File: src/rtl/uart_rx_autobaud_if.sv
// Purpose: signal bundle for uart_rx_autobaud.
//   master : drives the serial line (Rx_data), observes the receiver results.
//   slave  : the receiver; samples Rx_data, drives rx_data, rx_valid, err,
//            err_code, bit_period, busy and estado.
interface uart_rx_autobaud_if #(
    parameter int unsigned DATA_BITS = 8,
    parameter int unsigned CNT_W     = 8
);
    logic                 Rx_data;
    logic [DATA_BITS-1:0] rx_data;
    logic                 rx_valid;
    logic                 err;
    logic [1:0]           err_code;
    logic [CNT_W-1:0]     bit_period;
    logic                 busy;
    logic [2:0]           estado;

    modport master (
        output Rx_data,
        input  rx_data, rx_valid, err, err_code, bit_period, busy, estado
    );

    modport slave (
        input  Rx_data,
        output rx_data, rx_valid, err, err_code, bit_period, busy, estado
    );
endinterface

File: src/rtl/uart_rx_autobaud.sv
// Purpose: auto-baud serial receiver. Each frame is a low start bit (timed to
// get the bit period P), a high start bit, DATA_BITS data bits MSB first,
// an optional even-parity bit and a high stop bit.
// Ports:
//   clk    : system clock, posedge
//   reset  : synchronous, active-low
//   bus    : uart_rx_autobaud_if.slave
//            Rx_data in (async line), rx_data/bit_period last good word/period,
//            rx_valid/err one-cycle pulses, err_code cause of last err,
//            busy (MEASURE..DONE), estado (state code, debug)
// Optional feature: define UART_RX_PARITY_EN to add the parity bit / PAR state.
// estado codes: 0 IDLE, 1 MEASURE, 2 ALIGN, 3 DATA (and PAR), 4 STOP,
//               5 DONE, 6 ERROR, 7 SYNC.
module uart_rx_autobaud #(
    parameter int unsigned DATA_BITS   = 8,
    parameter int unsigned CNT_W       = 8,
    parameter int unsigned MAX_LOW_CNT = 250,
    parameter int unsigned MIN_PERIOD  = 4,
    parameter int unsigned SYNC_ONES   = 50
) (
    input  logic              clk,
    input  logic              reset,
    uart_rx_autobaud_if.slave bus
);
    localparam int unsigned TICK_W = CNT_W + 1;
    localparam int unsigned NBIT_W = $clog2(DATA_BITS + 1);
    localparam int unsigned SYNC_W = $clog2(SYNC_ONES + 1);

    // Low three bits are the estado code; PAR reports as DATA.
    typedef enum logic [3:0] {
        IDLE    = 4'd0,
        MEASURE = 4'd1,
        ALIGN   = 4'd2,
        DATA    = 4'd3,
        STOP    = 4'd4,
        DONE    = 4'd5,
        ERROR   = 4'd6,
        SYNC    = 4'd7
`ifdef UART_RX_PARITY_EN
        ,
        PAR     = 4'd11
`endif
    } state_t;

`ifdef UART_RX_PARITY_EN
    localparam state_t AFTER_DATA = PAR;
`else
    localparam state_t AFTER_DATA = STOP;
`endif

    state_t               state;
    logic                 rx_meta;
    logic                 rx_s;
    logic [CNT_W-1:0]     meas;
    logic [CNT_W-1:0]     period;
    logic [TICK_W-1:0]    tick;
    logic [DATA_BITS-1:0] shift;
    logic [NBIT_W-1:0]    nbit;
    logic [SYNC_W-1:0]    sync_cnt;

    logic                 sample_c;
    logic                 tick_run_c;
    logic [TICK_W-1:0]    tick_reload_c;
    logic [DATA_BITS-1:0] shift_nx_c;

    // Bit-timing helpers shared by ALIGN/DATA/PAR/STOP.
    assign sample_c      = (tick == '0);
    assign tick_reload_c = TICK_W'(period) - TICK_W'(1);
    assign shift_nx_c    = (shift << 1) | DATA_BITS'(rx_s);
`ifdef UART_RX_PARITY_EN
    assign tick_run_c    = (state == ALIGN) || (state == DATA) || (state == PAR) || (state == STOP);
`else
    assign tick_run_c    = (state == ALIGN) || (state == DATA) || (state == STOP);
`endif

    assign bus.estado = state[2:0];

    // Synchroniser, frame FSM and registered outputs.
    always_ff @(posedge clk) begin
        if (!reset) begin
            rx_meta        <= 1'b1;
            rx_s           <= 1'b1;
            state          <= SYNC;
            meas           <= '0;
            period         <= '0;
            tick           <= '0;
            shift          <= '0;
            nbit           <= '0;
            sync_cnt       <= '0;
            bus.rx_data    <= '0;
            bus.rx_valid   <= 1'b0;
            bus.err        <= 1'b0;
            bus.err_code   <= '0;
            bus.bit_period <= '0;
            bus.busy       <= 1'b0;
        end else begin
            rx_meta      <= bus.Rx_data;
            rx_s         <= rx_meta;
            bus.rx_valid <= 1'b0;
            bus.err      <= 1'b0;

            if (tick_run_c) begin
                tick <= sample_c ? tick_reload_c : tick - TICK_W'(1);
            end

            case (state)
                IDLE: begin
                    if (!rx_s) begin
                        state    <= MEASURE;
                        meas     <= CNT_W'(1);
                        bus.busy <= 1'b1;
                    end
                end
                MEASURE: begin
                    if (!rx_s) begin
                        if (meas == CNT_W'(MAX_LOW_CNT)) begin
                            state        <= ERROR;
                            bus.err      <= 1'b1;
                            bus.err_code <= 2'd0;
                            bus.busy     <= 1'b0;
                        end else begin
                            meas <= meas + CNT_W'(1);
                        end
                    end else if (meas < CNT_W'(MIN_PERIOD)) begin
                        state        <= ERROR;
                        bus.err      <= 1'b1;
                        bus.err_code <= 2'd1;
                        bus.busy     <= 1'b0;
                    end else begin
                        // First sample lands 1.5 periods after the high start bit begins.
                        period <= meas;
                        tick   <= TICK_W'(meas) + TICK_W'(meas >> 1) - TICK_W'(1);
                        state  <= ALIGN;
                    end
                end
                ALIGN: begin
                    if (sample_c) begin
                        shift <= shift_nx_c;
                        nbit  <= NBIT_W'(1);
                        state <= (DATA_BITS == 1) ? AFTER_DATA : DATA;
                    end
                end
                DATA: begin
                    if (sample_c) begin
                        shift <= shift_nx_c;
                        nbit  <= nbit + NBIT_W'(1);
                        if (nbit == NBIT_W'(DATA_BITS - 1)) begin
                            state <= AFTER_DATA;
                        end
                    end
                end
`ifdef UART_RX_PARITY_EN
                PAR: begin
                    if (sample_c) begin
                        if (rx_s != (^shift)) begin
                            state        <= ERROR;
                            bus.err      <= 1'b1;
                            bus.err_code <= 2'd3;
                            bus.busy     <= 1'b0;
                        end else begin
                            state <= STOP;
                        end
                    end
                end
`endif
                STOP: begin
                    if (sample_c) begin
                        if (rx_s) begin
                            state          <= DONE;
                            bus.rx_data    <= shift;
                            bus.bit_period <= period;
                            bus.rx_valid   <= 1'b1;
                        end else begin
                            state        <= ERROR;
                            bus.err      <= 1'b1;
                            bus.err_code <= 2'd2;
                            bus.busy     <= 1'b0;
                        end
                    end
                end
                DONE: begin
                    state    <= IDLE;
                    bus.busy <= 1'b0;
                end
                ERROR: begin
                    state    <= SYNC;
                    sync_cnt <= '0;
                end
                SYNC: begin
                    // Only a long enough run of idle-high cycles re-arms the receiver.
                    if (!rx_s) begin
                        sync_cnt <= '0;
                    end else if (sync_cnt == SYNC_W'(SYNC_ONES - 1)) begin
                        sync_cnt <= '0;
                        state    <= IDLE;
                    end else begin
                        sync_cnt <= sync_cnt + SYNC_W'(1);
                    end
                end
                default: begin
                    state    <= SYNC;
                    sync_cnt <= '0;
                    bus.busy <= 1'b0;
                end
            endcase
        end
    end
endmodule

File: src/flat_wrapper.sv
// flat-port wrapper written by rule: the top's interface ports become plain ports
module uart_rx_autobaud_flat 
#(
    parameter int unsigned DATA_BITS   = 8,
    parameter int unsigned CNT_W       = 8,
    parameter int unsigned MAX_LOW_CNT = 250,
    parameter int unsigned MIN_PERIOD  = 4,
    parameter int unsigned SYNC_ONES   = 50
)
  (clk, reset, bus_Rx_data, bus_rx_data, bus_rx_valid, bus_err, bus_err_code, bus_bit_period, bus_busy, bus_estado);
  uart_rx_autobaud_if #(.DATA_BITS(DATA_BITS), .CNT_W(CNT_W)) bus_i ();
  input  logic clk;
  input  logic reset;
  input wire logic [$bits(bus_i.Rx_data)-1:0] bus_Rx_data;
  output wire logic [$bits(bus_i.rx_data)-1:0] bus_rx_data;
  output wire logic [$bits(bus_i.rx_valid)-1:0] bus_rx_valid;
  output wire logic [$bits(bus_i.err)-1:0] bus_err;
  output wire logic [$bits(bus_i.err_code)-1:0] bus_err_code;
  output wire logic [$bits(bus_i.bit_period)-1:0] bus_bit_period;
  output wire logic [$bits(bus_i.busy)-1:0] bus_busy;
  output wire logic [$bits(bus_i.estado)-1:0] bus_estado;
  assign bus_i.Rx_data = bus_Rx_data;
  assign bus_rx_data = bus_i.rx_data;
  assign bus_rx_valid = bus_i.rx_valid;
  assign bus_err = bus_i.err;
  assign bus_err_code = bus_i.err_code;
  assign bus_bit_period = bus_i.bit_period;
  assign bus_busy = bus_i.busy;
  assign bus_estado = bus_i.estado;
  uart_rx_autobaud #(.DATA_BITS(DATA_BITS), .CNT_W(CNT_W), .MAX_LOW_CNT(MAX_LOW_CNT), .MIN_PERIOD(MIN_PERIOD), .SYNC_ONES(SYNC_ONES)) u_core (.clk(clk), .reset(reset), .bus(bus_i));
endmodule
File: config.mk
export PLATFORM = sky130hd
export DESIGN_NAME = uart_rx_autobaud_flat
export DESIGN_NICKNAME = d
export VERILOG_FILES = /design/src/rtl/uart_rx_autobaud_if.sv /design/src/rtl/uart_rx_autobaud.sv /design/src/flat_wrapper.sv
export SDC_FILE = /design/constraint.sdc
export NUM_CORES = 1
export LEC_CHECK = 0
export CORE_ASPECT_RATIO = 1.1
export CORE_MARGIN = 5
export CORE_UTILIZATION = 59
export DETAILED_ROUTE_END_ITERATION = 10
export GPL_TIMING_DRIVEN = 0
export PLACE_DENSITY = 0.82
export SETUP_SLACK_MARGIN = 0.15
export SYNTH_ARGS = -nofsm -noshare
export SYNTH_HDL_FRONTEND = slang
export SYNTH_SLANG_ARGS = --single-unit
File: constraint.sdc
create_clock -name clk -period 3.15 [get_ports clk]
set_clock_uncertainty 0.05 [all_clocks]
set_input_delay 0.63 -clock clk [delete_from_list [all_inputs] [get_ports clk]]
set_output_delay 0.63 -clock clk [all_outputs]
set_load 0.01 [all_outputs]
==> flow_summary.json <==
{
  "clock_latency_ns": 0.34,
  "drive_gt1_frac": 0.0627,
  "nets": 538,
  "finalCritPeriodShare": 0.856,
  "r2r_start": "u_core.tick[3]$_SDFF_PN0_",
  "required_ns": 3.33,
  "synthToLayoutAreaGrowth_pct": 14.4,
  "worst_r2r_endpoint": "u_core.tick[4]$_SDFF_PN0_",
  "ys_seq_area_frac": 0.374,
  "reg2regPathDepth": 10,
  "die_h_microns": 93.0,
  "avgSynthCellArea_sq_um": 7.87,
  "min_to": "u_core.rx_s$_SDFF_PN1_",
  "most-common-layout-cells": "nand2_1 (75), dfxtp_1 (69), a21oi_1 (58)",
  "whs_path_depth": 1,
  "cts_tree": "done",
  "r2r_setup_slack_ns": 0.45,
  "grt_use_total": 0.225,
  "io_buffer_count": 25,
  "post-route-drc-count": 0,
  "grt_overflow": 0,
  "maxUsedRoutingLayer": "met4",
  "ctsResizeCount": 0,
  "cts_buffers": 9,
  "hp-class": "flip-flop to flip-flop",
  "cts_buffer_depth": 2,
  "floorplan.initialDensity": 0.603,
  "vdd_drop_max_mv": 0.311,
  "end_kind": "flip-flop",
  "clockPowerShare": 0.419,
  "fin_crit_ns": 2.70,
  "leakage_uw": 0.00162,
  "clk_pin_slew_ns": 0.08,
  "worst_pin_slew_ns": 0.569,
  "wl_met1_microns": 3630,
  "start_kind": "flip-flop",
  "muxShareOfSynthArea": 0.00847,
  "route.met3.wl_microns": 411,
  "yosysWarningCount": 0,
  "crit_type": "flip-flop to flip-flop",
  "first_global_vias": 3244,
  "async_reset_ff_frac": 0,
  "synthSimpleGateAreaFrac": 0.220,
  "final_common_cell": "nand2_1",
  "finalSetupViolCount": 0,
  "synth_edf_count": 0,
  "core_sq_um": 6120,
  "h-tree-depth": 3,
  "maxSlewHeadroom": 0.621,
  "dr.pass1.iters": 5,
  "routabilityCongestion": 0.942,
  "post_drt_wl_per_cell_microns": 14.2,
  "drv_slew": 0,
  "tns_ns": 0,
  "sw_frac_of_total": 0.250,
  "hold_buffers": 0,
  "synth-xor-area-share": 0.0403,
  "syn-num-nets": 502,
  "ys_types": 54,
  "power.internal_uw": 1180,
  "via_per_inst": 5.67,
  "ys_ff_latch": 69,
  "hp-start": "u_core.rx_meta$_SDFF_PN1_",
  "vias": 3345,
  "row_count": 30,
  "grt_max_degree": 15,
  "fmax_mhz": 371,
  "synthAdderAreaFrac": 0.106,
  "cts.sinks": 69,
  "synth-main-ff-cell": "dfxtp_1",
  "pin_count": 27,
  "worstPathArrival_ns": 2.88,
  "post_cts_buffers": 0,
  "cts_root_buf": "clkbuf_8",
  "postRouteAntennaNets": 0,
  "drt_iter0_markers": 204,
  "synth_compound_area_frac": 0.193,
  "dp_hpwl_microns": 6250,
  "switching_power_uw": 394,
  "power.density_nw_per_um2": 373,
  "synth_top_family_by_area": "simple AND/OR/NAND/NOR gates",
  "hold_viol": 0,
  "critPathMaxFanout": 10,
  "die_x_microns": 85.4,
  "dr_wl_met2_microns": 4030,
  "antenna_found_initial": 0,
  "die_area_sq_um": 7940,
  "power_uw": 1580,
  "antennaDiodeCount": 0,
  "power_frac_seq": 0.558,
  "rsz0062_at_grt": "no",
  "power_frac_comb": 0.024,
  "grt_pass1_wl_microns": 14500,
  "outcome": "finished clean",
  "drt-total-wl_microns": 8380,
  "syn_inst": 469,
  "max_cap_violations": 0,
  "netlist_area_sq_um": 3690
}
power by group through the flow:
stage | clock network, uW | registers [uW] | logic, uW
5_1_grt | 717 | 880 | 42.9
3_3_place_gp | 0 | 899 | 35.9
6_report | 660 | 879 | 37.4
2_1_floorplan | 0 | 899 | 26.1
4_1_cts | 671 | 879 | 37.3
3_5_place_dp | 0 | 900 | 37.1
per-stage QoR:
step	utilization	setup WS, ns	hold WS, ns	instance area (sq um)	instances
after floorplan	-	0.792	0.336	3690	469
after global placement	0.661	0.519	0.339	4040	574
after detailed placement	0.661	0.506	0.348	4040	574
after CTS	0.690	0.483	0.368	4220	590
after global routing	0.690	0.349	0.373	4220	590
final	0.690	0.455	0.365	4220	590
sequential cells by signal, indices dropped and copies added (netlist names):
name / cells
u_core.tick: 9
u_core.bus.bit_period: 8
u_core.bus.rx_data: 8
u_core.meas: 8
u_core.period: 8
u_core.shift: 8
u_core.sync_cnt: 6
u_core.nbit: 4
u_core.state: 3
u_core.bus.err_code: 2
u_core.bus.busy: 1
u_core.bus.err: 1
u_core.bus.rx_valid: 1
u_core.rx_meta: 1
u_core.rx_s: 1
worst max-delay path, cell delays in order (launching register included):
cell	delay [ns]
dfxtp_1	0.39
nor4_4	0.49
and3_1	0.24
buf_6	0.15
buf_6	0.15
a21oi_1	0.09
ha_1	0.23
nand2b_1	0.18
a2111oi_0	0.09
or3_1	0.34
and3_1	0.18
metal layers:
layer	vias to the layer above	global-route usage
met5	-	0
met3	28	0.0365
met4	0	0.124
met2	94	0.377
li1	1683	-
met1	1540	0.273
worst max path at each step:
stage	cells past startpoint	startpoint	to
global route	10	u_core.tick[3]$_SDFF_PN0_	u_core.tick[4]$_SDFF_PN0_
floorplan	10	u_core.tick[3]$_SDFF_PN0_	u_core.tick[4]$_SDFF_PN0_
finish	10	u_core.tick[3]$_SDFF_PN0_	u_core.tick[4]$_SDFF_PN0_
CTS	10	u_core.tick[3]$_SDFF_PN0_	u_core.tick[4]$_SDFF_PN0_
detailed placement	10	u_core.tick[3]$_SDFF_PN0_	u_core.tick[4]$_SDFF_PN0_
global placement	10	u_core.tick[3]$_SDFF_PN0_	u_core.tick[4]$_SDFF_PN0_
logic make-up (layout without fill, tap and decap cells):
| family | Yosys count | count (layout) |
|---|---|---|
| multiplexers | 3 | 3 |
| adder cells (fa/ha/maj) | 30 | 30 |
| AND/OR/NAND/NOR | 179 | 179 |
| buffers and inverters | 49 | 90 |
| AO/OA/AOI/OAI | 122 | 122 |
| XOR/XNOR | 17 | 17 |
| flip-flops | 69 | 69 |
synthesized netlist by cell type, types with 2 or more instances:
cell      instances  area [sq um]
a211oi_1          4          30.0
a21o_1            3          22.5
a21oi_1          58           290
a22oi_1           4          30.0
a31oi_1           3          18.8
and3_1            5          31.3
buf_2             4          20.0
buf_6             3          33.8
clkbuf_1         14          52.6
dfxtp_1          69          1380
fa_1              2          40.0
ha_1             28           350
inv_1            25          93.8
mux2i_1           2          20.0
nand2_1          75           282
nand2b_1          7          43.8
nand3_1          11          55.1
nand4_1           5          31.3
nor2_1           53           199
nor3_1            5          25.0
nor3b_1           2          15.0
nor4_1            3          18.8
o211ai_1          8          60.1
o21ai_0          21           105
o21ai_1           4          20.0
o21bai_1          2          15.0
o22ai_1           3          18.8
or2_2             2          12.5
or3_1             4          25.0
xnor2_1          11          96.3
xor2_1            6          52.6
final cells by class:
cell class	count	area, sq um
sequential	69	1380
buffer	23	118
clock buffer	9	124
timing repair buffer	25	250
fill	510	1890
multi-input combinational	351	2090
clock inverter	7	58.8
inverter	26	97.6
tap	80	100
Power figures use the tool's default switching activity.
